**src/rtl/fetch_pkg.sv**
```systemverilog
// Shared definitions for the instruction fetch sequencer: the state
// encoding, the fetch stride and the default boot address.
package fetch_pkg;

  typedef enum logic [2:0] {
    ST_BOOT = 3'd0,
    ST_REQ  = 3'd1,
    ST_WAIT = 3'd2,
    ST_HOLD = 3'd3,
    ST_HALT = 3'd4
  } fetch_state_e;

  localparam int unsigned INSTR_BYTES      = 4;
  localparam logic [31:0] DEFAULT_RESET_PC = 32'h0000_0000;

  // Redirect targets may carry junk in the low bits; fetch is word-only.
  function automatic logic [31:0] align_word(input logic [31:0] addr);
    return {addr[31:2], 2'b00};
  endfunction

endpackage

```
**src/rtl/fetch_pc_reg.sv**
```systemverilog
// Program counter register: synchronous reset, load (redirect/boot)
// and sequential increment. Load has priority over increment.
module fetch_pc_reg
  import fetch_pkg::*;
#(
  parameter logic [31:0] RESET_PC = DEFAULT_RESET_PC
) (
  input  logic        clk,
  input  logic        rst,
  input  logic        load_i,
  input  logic [31:0] load_val_i,
  input  logic        inc_i,
  output logic [31:0] pc_o
);

  logic [31:0] pc_q;
  logic [31:0] pc_d;

  always_comb begin
    pc_d = pc_q;
    if (load_i) begin
      pc_d = load_val_i;
    end else if (inc_i) begin
      pc_d = pc_q + 32'(INSTR_BYTES);
    end
  end

  always_ff @(posedge clk) begin
    if (rst) begin
      pc_q <= RESET_PC;
    end else begin
      pc_q <= pc_d;
    end
  end

  assign pc_o = pc_q;

endmodule

```
**src/rtl/fetch_seq.sv**
```systemverilog
// Instruction fetch sequencer: one outstanding memory request, holds the
// returned instruction for decode, handles redirects and self-loop halt.
module fetch_seq
  import fetch_pkg::*;
#(
  parameter logic [31:0] RESET_PC = DEFAULT_RESET_PC
) (
  input  logic        clk,
  input  logic        rst,
  output logic        imem_req_valid,
  output logic [31:0] imem_req_addr,
  input  logic        imem_req_ready,
  input  logic        imem_rsp_valid,
  input  logic [31:0] imem_rsp_data,
  output logic        if_valid,
  output logic [31:0] if_pc,
  output logic [31:0] if_instr,
  input  logic        if_ready,
  input  logic        redir_valid,
  input  logic [31:0] redir_target,
  input  logic [31:0] redir_src_pc,
  output logic        halted,
  output logic [2:0]  dbg_state_o
);

  localparam logic [2:0] BOOT = ST_BOOT;
  localparam logic [2:0] REQ  = ST_REQ;
  localparam logic [2:0] WAIT = ST_WAIT;
  localparam logic [2:0] HOLD = ST_HOLD;
  localparam logic [2:0] HALT = ST_HALT;

  logic [2:0]  state_q, state_d;
  logic        kill_q, kill_d;
  logic [31:0] if_pc_q, if_instr_q;
  logic [31:0] pc;
  logic        pc_load, pc_inc, rsp_latch;
  logic [31:0] pc_load_val;
  logic [31:0] redir_tgt;
  logic        self_loop;

  assign redir_tgt = align_word(redir_target);
  assign self_loop = redir_valid && (redir_tgt == redir_src_pc);

  fetch_pc_reg #(.RESET_PC(RESET_PC)) u_pc (
    .clk        (clk),
    .rst        (rst),
    .load_i     (pc_load),
    .load_val_i (pc_load_val),
    .inc_i      (pc_inc),
    .pc_o       (pc)
  );

  // Both handshakes transfer on a rising edge where valid && ready; a
  // valid source holds its payload stable until that edge (or a redirect).
  always_comb begin
    state_d     = state_q;
    kill_d      = kill_q;
    pc_load     = 1'b0;
    pc_load_val = redir_tgt;
    pc_inc      = 1'b0;
    rsp_latch   = 1'b0;
    case (state_q)
      BOOT: begin
        pc_load     = 1'b1;
        pc_load_val = RESET_PC;
        kill_d      = 1'b0;
        state_d     = REQ;
      end
      REQ: begin
        if (redir_valid) begin
          pc_load = 1'b1;
        end
        if (imem_req_ready) begin
          state_d = WAIT;
          kill_d  = redir_valid;
        end
      end
      WAIT: begin
        if (redir_valid) begin
          pc_load = 1'b1;
          kill_d  = 1'b1;
        end
        // A killed response still has to drain before a new request goes out.
        if (imem_rsp_valid) begin
          kill_d = 1'b0;
          if (kill_q || redir_valid) begin
            state_d = REQ;
          end else begin
            rsp_latch = 1'b1;
            state_d   = HOLD;
          end
        end
      end
      HOLD: begin
        if (redir_valid) begin
          pc_load = 1'b1;
          state_d = REQ;
        end else if (if_ready) begin
          pc_inc  = 1'b1;
          state_d = REQ;
        end
      end
      HALT: begin
        state_d = HALT;
      end
      default: begin
        state_d = BOOT;
      end
    endcase
    if (self_loop && (state_q != HALT)) begin
      state_d   = HALT;
      kill_d    = 1'b0;
      pc_load   = 1'b0;
      pc_inc    = 1'b0;
      rsp_latch = 1'b0;
    end
  end

  always_ff @(posedge clk) begin
    if (rst) begin
      state_q    <= BOOT;
      kill_q     <= 1'b0;
      if_pc_q    <= '0;
      if_instr_q <= '0;
    end else begin
      state_q <= state_d;
      kill_q  <= kill_d;
      if (rsp_latch) begin
        if_pc_q    <= pc;
        if_instr_q <= imem_rsp_data;
      end
    end
  end

  assign imem_req_valid = (state_q == REQ);
  assign imem_req_addr  = imem_req_valid ? pc : '0;
  assign if_valid       = (state_q == HOLD);
  assign if_pc          = if_pc_q;
  assign if_instr       = if_instr_q;
  assign halted         = (state_q == HALT);
  assign dbg_state_o    = state_q;

endmodule

```
**config.mk**
```make
export PLATFORM = sky130hd
export DESIGN_NAME = fetch_seq
export DESIGN_NICKNAME = d
export VERILOG_FILES = /design/src/rtl/fetch_pkg.sv /design/src/rtl/fetch_pc_reg.sv /design/src/rtl/fetch_seq.sv
export SDC_FILE = /design/constraint.sdc
export NUM_CORES = 1
export LEC_CHECK = 0
export CAP_MARGIN = 20
export CORE_MARGIN = 1.5
export CORE_UTILIZATION = 47
export DETAILED_ROUTE_END_ITERATION = 8
export HOLD_SLACK_MARGIN = 0.05
export PLACE_DENSITY = 0.86
export SLEW_MARGIN = 0
export SYNTH_ARGS = -nofsm -noshare
export SYNTH_HDL_FRONTEND = slang
export SYNTH_HIERARCHICAL = 1
export SYNTH_SLANG_ARGS = --single-unit
```
**constraint.sdc**
```tcl
create_clock -name clk -period 5.5 [get_ports clk]
set_input_delay 1.65 -clock clk [delete_from_list [all_inputs] [get_ports clk]]
set_output_delay 1.65 -clock clk [all_outputs]
set_load 0.005 [all_outputs]
```
==> flow_metrics.tcl, run 1 <==
set metrics [dict create \
    drc 0 \
    io_buffers 201 \
    finish.instance_area_sq_um 7395 \
    synth.yosys.warnings 6 \
    timing.rr.end "u_pc/pc_o[29]" \
    hold-path-cell-count 2 \
    post_cts.repair.setup_buffers 0 \
    final_report_hold_violation_count 0 \
    placed_cells_incl_taps 960 \
    maxCapViolations 0 \
    grt_first_pass_wirelength_mm 26.38 \
    post_synthesis_instance_area_sq_um 5116 \
    gr-usage-all-layers_pct 29.16 \
    cts-htree-levels 3 \
    syn_to_final_growth_pct 44.53 \
    hold_buffers 0 \
    dp_worst_setup_slack_ns 0.6599 \
    fin_skew_ns 0.01179 \
    synth_async_sr_flop_share_pct 0 \
    post_detailed_placement_cell_area_sq_um 7172 \
    totalNegativeSetupSlack_ns 0 \
    final_setup_violation_count 0 \
    finish.net_count 940 \
    worstHoldEndpoint "if_instr[9]" \
    synth_area_per_cell_sq_um 7.740 \
    fillerInstances 867 \
    rr_worst_depth 8 \
    grt_max_degree 65 \
    post-route-period-util_pct 81.64 \
    slew_viol_final 0 \
    clock_path_buffers 2 \
    most_instantiated_flip_flop_cell_in_the_synthesis_netlist "sky130_fd_sc_hd__dfxtp_1" \
    synth.yosys.seq_area_share_pct 39.13 \
    timing.critical_path.cells "clkdlybuf4s50_1 -> xor2_1 -> nor4_1 -> nand4_1 -> nor4_4 -> nor3_2 -> buf_4 -> nor3b_1 -> nand4b_1 -> o221ai_1" \
    number_of_storage_elements_in_the_synthesis_netlist 100 \
    timing.critical_path.slowest_stage_cell "sky130_fd_sc_hd__nor3b_1" \
    detail-route-antenna-nets 0 \
    ir_drop_mv 0.1478 \
    drive_above_1_share_pct 4.751 \
    synth-edff-count 0 \
    post_cts_resize_count 0 \
    hold_path.class "reg -> reg" \
    first_pass_iteration_count_of_the_detailed_router 6 \
    ioPinCount 204 \
    instances_no_fill 978 \
    area_of_the_core_sq_um 10460 \
    clock_insertion_delay_worst_skew_ns 0.38 \
    die_y_um 107.3 \
    synthesis.instances 661 \
    die-area_sq_um 11520 \
    critical-path-max-stage-delay_ns 0.64 \
    run_status "complete, no violations" \
    regToRegStartpoint "dbg_state_o[1]" \
    globalRoute.totalOverflow 0 \
    clock_pin_slew_reported_for_the_worst_setup_and_hold_paths_after_clock_tree_synthesis_ns 0.10 \
    min_period_ns 4.490 \
    worstSetupStartpointType "input pin" \
    floorplan.initialDensity_pct 48.90 \
    cell_type_group_with_the_largest_total_delay_on_the_critical_path "simple AND/OR/NAND/NOR gates" \
    place.gp.congestion 0.9674 \
    worst_hold_startpoint "if_instr[9]" \
    timing.critical_path.buf_inv 2 \
    tritoncts "built" \
    clock.fmax_mhz 222.7 \
    r2r_setup_slack_ns 2.27 \
    post_drt_via_cell_ratio 5.570 \
    num_vias 5447 \
    cp.required_ns 5.80 \
    clock-sinks 100 \
    wirelength_mm 16.67 \
    die_wd_um 107.3 \
    powerDensity_nw_per_um2 203.7 \
    via_count_of_the_first_global_routing_pass 5255 \
    timing.final.ws_setup_ns 1.010 \
    worstMarginPinSlew_ns 0.8816 \
    wire_per_inst_um 17.04 \
    antenna_cells 0 \
    setup_repair_after_global_routing_missed_its_margin "false" \
    max_slew_margin_pct 40.91 \
    crit_fanout 23 \
    path_class "in -> reg" \
    critical_path.endpoint_type "flip-flop" \
    post-dp-hpwl_mm 12.27 \
    worst-endpoint-arrival_ns 4.79 \
    cts_inserted_buffers 9 \
    number_of_rows_created_at_floorplan 37 \
    power.static_leakage_nw 2.494 \
    cts-root-buf "sky130_fd_sc_hd__clkbuf_8" \
    initial_antenna_violation_count 0 \
    synthDistinctLibCells 56 \
    detail_route.iter0.violations 436 \
    worst_hold_slack_ns 0.4594 \
]
-- state kept, by name (all words and copies together) (netlist names) --
name and flops:
if_pc 32, dbg_state_o 3, kill_q 1, u_pc/pc_o 32, if_instr 32
-- logic make-up after synthesis --
family / Yosys count / share of synthesized area (%)
xor gates and xnor gates: 39 / 6.676
buffers and inverters: 53 / 4.329
and+or+nand+nor: 344 / 34.36
other: 1 / 0.07330
adders and majority gates: 1 / 0.2445
DFF: 100 / 39.13
AOI/OAI and AO/OA: 120 / 14.60
muxes: 3 / 0.5870
-- cell usage after synthesis, drive strengths merged, types with 7 or more instances --
cell | n | area share, %
or3 | 7 | 0.86
nand3 | 8 | 0.78
inv | 8 | 0.59
nor2 | 32 | 2.3
a211oi | 8 | 1.2
a21oi | 74 | 7.2
buf | 15 | 1.5
nor4 | 17 | 2.4
clkbuf | 30 | 2.2
dfxtp | 100 | 39
xor2 | 25 | 4.3
and2 | 36 | 4.4
nand4 | 22 | 3.0
xnor2 | 14 | 2.4
nand2 | 152 | 11
nor2b | 30 | 3.7
-- final cells by class --
class	instances	area (sq um)	share of cell area, %
clock buffer	10	127.6	1.726
clock inverter	6	55.05	0.7445
inverter	8	30.03	0.4061
multi-input combinational	509	2915	39.42
sequential	100	2002	27.07
tap	136	170.2	2.301
timing repair buffer	209	2095	28.32
-- worst register-to-register path, stage by stage, from the launching register on --
cell and delay, ns:
sky130_fd_sc_hd__dfxtp_1 0.62, sky130_fd_sc_hd__nor3_2 0.14, sky130_fd_sc_hd__or4_4 0.57, sky130_fd_sc_hd__nor4_4 0.35, sky130_fd_sc_hd__nor3_2 0.17, sky130_fd_sc_hd__buf_4 0.26
sky130_fd_sc_hd__nor3b_1 0.64, sky130_fd_sc_hd__nand4b_1 0.25, sky130_fd_sc_hd__o221ai_1 0.15
-- placed cells by master, fill, tap and decap left out, types with 4 or more instances in the layout --
master / netlist / final
sky130_fd_sc_hd__inv_1: 7 / 7
sky130_fd_sc_hd__nor4_1: 16 / 16
sky130_fd_sc_hd__nand2b_1: 6 / 6
sky130_fd_sc_hd__nor2_1: 32 / 32
sky130_fd_sc_hd__clkdlybuf4s50_1: 0 / 200
sky130_fd_sc_hd__clkbuf_8: 0 / 9
sky130_fd_sc_hd__nand3_1: 8 / 8
sky130_fd_sc_hd__buf_4: 0 / 7
sky130_fd_sc_hd__a21oi_1: 74 / 74
sky130_fd_sc_hd__nand2_1: 152 / 151
sky130_fd_sc_hd__xnor2_1: 14 / 14
sky130_fd_sc_hd__and3_1: 5 / 5
sky130_fd_sc_hd__dfxtp_1: 100 / 100
sky130_fd_sc_hd__a311oi_1: 5 / 5
sky130_fd_sc_hd__a211oi_1: 8 / 8
sky130_fd_sc_hd__nor2b_1: 30 / 30
sky130_fd_sc_hd__and4_1: 5 / 5
sky130_fd_sc_hd__or3_1: 7 / 7
sky130_fd_sc_hd__nand4_1: 21 / 21
sky130_fd_sc_hd__xor2_1: 25 / 25
sky130_fd_sc_hd__nor3b_1: 5 / 4
sky130_fd_sc_hd__o21ai_0: 6 / 6
sky130_fd_sc_hd__and2_1: 36 / 35
-- per-stage QoR --
step / util [%] / power, mW
detailed placement: 68.55 / 1.065
global route: 70.68 / 1.569
floorplan: - / 0.9105
global placement: 68.55 / 1.057
finish: 70.68 / 1.507
CTS: 70.29 / 1.509
-- worst max path at each step --
stage,from,to,slack [ns],cells past startpoint
finish,redir_target[9],u_pc/pc_o[29],1.01,10
floorplan,redir_target[7],u_pc/pc_o[12],1.67,10
CTS,redir_target[9],u_pc/pc_o[29],1.05,10
global placement,redir_target[9],u_pc/pc_o[25],0.77,10
detailed placement,redir_target[9],u_pc/pc_o[29],0.66,10
global route,redir_target[9],u_pc/pc_o[29],0.86,10
-- routing by layer --
| layer | share of wire, % | up-vias | GRT usage [%] |
|---|---|---|---|
| met5 | 0 | - | 0 |
| met4 | 2.6 | 0 | 10.24 |
| met3 | 7.7 | 35 | 5.751 |
| met2 | 49 | 262 | 49.18 |
| met1 | 41 | 2531 | 37.07 |
| li1 | - | 2619 | - |
-- where the power goes --
part	total (mW)	internal, mW	switching, mW
logic	0.265	0.148	0.118
registers	0.787	0.747	0.0403
clock network	0.454	0.174	0.280
total	1.51	1.07	0.438
(Power assumes the default switching activity.)
==> run 2: changes to the inputs <==
- CORE_UTILIZATION: 47 -> 40
- PLACE_DENSITY: 0.86 -> 0.78
- clock period: 5.5 -> 3.8 ns (I/O delays scaled with it)
==> flow_metrics.tcl, run 2 (synthesis gave the netlist of run 1 again) <==
set metrics [dict create \
    run_status "complete, no violations" \
    regToRegStartpoint "dbg_state_o[2]" \
    post-route-period-util_pct 90.00 \
    globalRoute.totalOverflow 0 \
    tritoncts "built" \
    worstHoldEndpoint "if_instr[31]" \
    worst_hold_startpoint "if_instr[31]" \
    grt_max_degree 43 \
    cts-root-buf "sky130_fd_sc_hd__clkbuf_16" \
    clock_power_share_pct 38.6 \
    timing.critical_path.cells "clkdlybuf4s50_1 -> xnor2_1 -> nand4_1 -> or4_4 -> nor4_4 -> nor3_2 -> inv_1 -> buf_12 -> nand2_1 -> nor4_1 -> a2111oi_2" \
    dp_worst_setup_slack_ns 0.04583 \
    clock_pin_slew_reported_for_the_worst_setup_and_hold_paths_after_clock_tree_synthesis_ns 0.06 \
    min_period_ns 3.420 \
    intPower_mw 1.848 \
    final_report_hold_violation_count 0 \
    area_of_the_core_sq_um 12570 \
    hold_path.class "reg -> reg" \
    critical_path.endpoint_type "flip-flop" \
    wirelength_mm 15.26 \
    first_pass_iteration_count_of_the_detailed_router 4 \
    cts-htree-levels 3 \
    post_cts_resize_count 0 \
    post_cts.repair.setup_buffers 0 \
    design_power_total_mw 2.474 \
    setup_repair_after_global_routing_missed_its_margin "false" \
    hold-path-cell-count 2 \
    timing.critical_path.buf_inv 3 \
    post-dp-hpwl_mm 11.36 \
    path_class "in -> reg" \
    cell_type_group_with_the_largest_total_delay_on_the_critical_path "simple AND/OR/NAND/NOR gates" \
    finish.net_count 950 \
    die_y_um 116.1 \
    crit_fanout 42 \
    comb_power_share_pct 15.3 \
    power.sequential.fraction_pct 46.1 \
    sw_frac_of_total_pct 25.31 \
    antenna_cells 0 \
    critical-path-max-stage-delay_ns 0.51 \
    layout_common_cells "sky130_fd_sc_hd__clkdlybuf4s50_1, sky130_fd_sc_hd__nand2_1, sky130_fd_sc_hd__dfxtp_1, sky130_fd_sc_hd__a21oi_1, sky130_fd_sc_hd__and2_1" \
    worstMarginPinSlew_ns 0.8874 \
    clock.fmax_mhz 292.4 \
    switchingPower_mw 0.6261 \
    r2r_setup_slack_ns 1.09 \
    io_buffers 201 \
    initial_antenna_violation_count 0 \
    syn_to_final_growth_pct 49.67 \
    timing.final.ws_setup_ns 0.3798 \
    ioPinCount 204 \
    power.static_leakage_nw 2.610 \
    gr-usage-all-layers_pct 22.31 \
    drc 0 \
    final_setup_violation_count 0 \
    num_vias 5339 \
    detail-route-antenna-nets 0 \
    place.gp.congestion 0.8736 \
    clock_insertion_delay_worst_skew_ns 0.34 \
    clock-sinks 100 \
    timing.rr.end "u_pc/pc_o[13]" \
    die-area_sq_um 13480 \
    worst-endpoint-arrival_ns 3.63 \
    powerDensity_nw_per_um2 323.1 \
    wire_per_inst_um 14.90 \
    final_core_utilization_pct 60.93 \
    clock_path_buffers 2 \
    rr_worst_depth 9 \
    ir_drop_mv 0.2380 \
    via_count_of_the_first_global_routing_pass 4732 \
    layout.cells.most_common "sky130_fd_sc_hd__clkdlybuf4s50_1" \
    drive_above_1_share_pct 5.986 \
    fillerInstances 1131 \
    worstSetupStartpointType "input pin" \
    grt_first_pass_wirelength_mm 23.51 \
    floorplan.initialDensity_pct 40.71 \
    number_of_rows_created_at_floorplan 41 \
    hold_buffers 0 \
    die_wd_um 116.1 \
    cts_inserted_buffers 9 \
    max_slew_margin_pct 40.52 \
    totalNegativeSetupSlack_ns 0 \
    post_drt_via_cell_ratio 5.214 \
    detail_route.iter0.violations 517 \
    maxCapViolations 0 \
    fin_skew_ns 0.006997 \
    slew_viol_final 0 \
    timing.critical_path.slowest_stage_cell "sky130_fd_sc_hd__clkdlybuf4s50_1" \
    cp.required_ns 4.01 \
]
==> run 2: worst max-delay path by stage <==
stage | startpoint | endpoint | slack [ns] | cells past startpoint
after global routing | redir_target[7] | u_pc/pc_o[22] | 0.19 | 11
after detailed placement | redir_target[8] | u_pc/pc_o[24] | 0.05 | 11
after CTS | redir_target[8] | u_pc/pc_o[25] | 0.41 | 10
after floorplan | redir_target[7] | u_pc/pc_o[12] | 0.48 | 10
final | redir_target[14] | u_pc/pc_o[24] | 0.38 | 11
after global placement | redir_target[8] | u_pc/pc_o[25] | 0.07 | 10
==> run 2: area by class of cell <==
class	instances	area, sq um	area share (%)
clock buffer	11	252.7	3.301
clock inverter	5	60.06	0.7843
inverter	8	30.03	0.3922
multi-input combinational	509	2915	38.07
sequential	100	2002	26.14
tap	172	215.2	2.810
timing repair buffer	219	2182	28.50
==> run 2: stage by stage <==
step           hold WS [ns]  cell area, sq um  instances
2_1_floorplan        0.4369              5120        662
3_3_place_gp         0.4414              7345       1008
3_5_place_dp         0.4464              7345       1008
4_1_cts              0.4558              7657       1024
5_1_grt              0.4696              7657       1024
6_report             0.4527              7657       1024
==> run 2: power by group through the flow <==
stage / Combinational [mW] / Sequential, mW / Clock (mW)
finish: 0.379 / 1.14 / 0.954
global route: 0.414 / 1.15 / 1.01
CTS: 0.380 / 1.14 / 0.969
detailed placement: 0.379 / 1.16 / 0
global placement: 0.374 / 1.16 / 0
floorplan: 0.178 / 1.14 / 0
==> run 2: worst min-delay path, cell delays in order (launching register included) <==
cell and delay (ns):
sky130_fd_sc_hd__dfxtp_1 0.31, sky130_fd_sc_hd__nand2_1 0.05, sky130_fd_sc_hd__a21oi_1 0.05
==> run 2: per-layer routing <==
metal,wire length (um),GRT usage [%],up-vias
li1,-,-,2641
met1,6766,29.76,2440
met2,7000,36.24,229
met3,1142,4.152,29
met4,348,8.049,0
met5,0,0,-
==> run 3: changes to the inputs <==
- REMOVE_ABC_BUFFERS: unset -> 1
==> flow_metrics.tcl, run 3 (synthesis gave the netlist of run 1 again) <==
set metrics [dict create \
    cts-htree-levels 3 \
    layout.cells.most_common "sky130_fd_sc_hd__clkdlybuf4s50_1" \
    post_cts_resize_count 0 \
    num_vias 5370 \
    final_report_hold_violation_count 0 \
    cp.required_ns 4.07 \
    number_of_rows_created_at_floorplan 41 \
    antenna_cells 0 \
    clock_path_buffers 2 \
    path_class "in -> reg" \
    ff_latch_area_sq_um 2002 \
    clock.fmax_mhz 291.2 \
    via_count_of_the_first_global_routing_pass 4887 \
    area_occupied_by_multi_input_gates_sq_um 2915 \
    worstHoldEndpoint "if_instr[1]" \
    dp_worst_setup_slack_ns 0.007295 \
    floorplan.initialDensity_pct 40.71 \
    powerDensity_nw_per_um2 323.5 \
    die_wd_um 116.1 \
    final_setup_violation_count 0 \
    timing.rr.end "u_pc/pc_o[31]" \
    detail_route.iter0.violations 509 \
    worstSetupStartpointType "input pin" \
    drive_above_1_share_pct 6.425 \
    place.gp.congestion 0.8763 \
    max_slew_margin_pct 44.37 \
    io_buffers 201 \
    clock-sinks 100 \
    post_drt_via_cell_ratio 5.224 \
    hold_buffers 0 \
    wirelength_mm 15.94 \
    regToRegStartpoint "dbg_state_o[0]" \
    tritoncts "built" \
    slew_viol_final 0 \
    crit_fanout 9 \
    finish.net_count 954 \
    critical_path.endpoint_type "flip-flop" \
    post_cts.repair.setup_buffers 0 \
    detail-route-antenna-nets 0 \
    wire_per_inst_um 15.50 \
    ioPinCount 204 \
    globalRoute.totalOverflow 0 \
    fin_skew_ns 0.005345 \
    power.static_leakage_nw 2.624 \
    post-dp-hpwl_mm 11.53 \
    grt_max_degree 79 \
    setup_repair_after_global_routing_missed_its_margin "false" \
    cts_inserted_buffers 9 \
    die-area_sq_um 13480 \
    first_pass_iteration_count_of_the_detailed_router 6 \
    syn_to_final_growth_pct 49.96 \
    maxCapViolations 0 \
    clock_pin_slew_reported_for_the_worst_setup_and_hold_paths_after_clock_tree_synthesis_ns 0.07 \
    rr_worst_depth 9 \
    worst-endpoint-arrival_ns 3.70 \
    worst_hold_startpoint "if_instr[1]" \
    initial_antenna_violation_count 0 \
    clock_insertion_delay_worst_skew_ns 0.34 \
    layout_common_cells "sky130_fd_sc_hd__clkdlybuf4s50_1, sky130_fd_sc_hd__nand2_1, sky130_fd_sc_hd__dfxtp_1, sky130_fd_sc_hd__a21oi_1, sky130_fd_sc_hd__and2_1" \
    gr-usage-all-layers_pct 23.47 \
    ir_drop_mv 0.1824 \
    die_y_um 116.1 \
    fillerInstances 1114 \
    hold-path-cell-count 2 \
    area_of_the_core_sq_um 12570 \
    cts-root-buf "sky130_fd_sc_hd__clkbuf_16" \
    r2r_setup_slack_ns 1.14 \
    timing.final.ws_setup_ns 0.3664 \
    drc 0 \
    min_period_ns 3.434 \
    totalNegativeSetupSlack_ns 0 \
    hold_path.class "reg -> reg" \
    worstMarginPinSlew_ns 0.8345 \
    run_status "complete, no violations" \
    grt_first_pass_wirelength_mm 24.80 \
    post-route-period-util_pct 90.36 \
]
run 3: worst max-delay path by stage:
stage                     start             to  slack (ns)  cells after the start
2_1_floorplan  redir_src_pc[26]  u_pc/pc_o[13]       -1.33                      8
3_3_place_gp    redir_target[7]  u_pc/pc_o[31]        0.07                     11
3_5_place_dp    redir_target[3]  u_pc/pc_o[31]       0.007                     11
4_1_cts         redir_target[3]  u_pc/pc_o[31]        0.37                     11
5_1_grt         redir_target[9]  u_pc/pc_o[31]        0.15                     11
6_report        redir_target[9]  u_pc/pc_o[31]        0.37                     11
run 3: final cells by class:
class / count / area share (%)
repair buffers: 223 / 28.67
flip-flops and latches: 100 / 26.09
inverters: 8 / 0.3914
clock buffers: 10 / 3.115
multi-input cells: 509 / 38.00
clock inverters: 6 / 0.9295
well taps: 172 / 2.805
run 3: per-stage QoR:
step / power (mW) / instance area [sq um] / hold WS, ns / util [%] / std cells
after floorplan: 1.297 / 4928 / 0.4335 / - / 617
after global placement: 1.546 / 7362 / 0.4406 / 58.58 / 1012
after detailed placement: 1.550 / 7362 / 0.4455 / 58.58 / 1012
after CTS: 2.505 / 7672 / 0.4551 / 61.05 / 1028
after global routing: 2.581 / 7672 / 0.4682 / 61.05 / 1028
final: 2.482 / 7672 / 0.4525 / 61.05 / 1028
run 3: worst max-delay path, stage by stage:
cell                              delay (ns)
sky130_fd_sc_hd__clkdlybuf4s50_1        0.47
sky130_fd_sc_hd__xor2_1                 0.19
sky130_fd_sc_hd__nor4_1                 0.38
sky130_fd_sc_hd__nand4_1                0.25
sky130_fd_sc_hd__nor4_4                 0.23
sky130_fd_sc_hd__nor3_2                 0.08
sky130_fd_sc_hd__buf_4                  0.18
sky130_fd_sc_hd__or3b_2                 0.46
sky130_fd_sc_hd__a21oi_1                0.16
sky130_fd_sc_hd__a31oi_1                0.05
sky130_fd_sc_hd__o211ai_1               0.10
run 3: report_power, final:
part	total, mW	internal (mW)	switching (mW)
Sequential	1.14	1.08	0.0588
Clock	0.955	0.534	0.421
Combinational	0.388	0.222	0.166
run 3: metal layers:
metal	GRT usage, %	wire, um	vias up	part of all wire [%]
met1	29.61	6813	2415	43
met3	6.072	1490	30	9.3
li1	-	-	2652	-
met5	0	0	-	0
met4	7.561	296	0	1.9
met2	39.29	7338	273	46
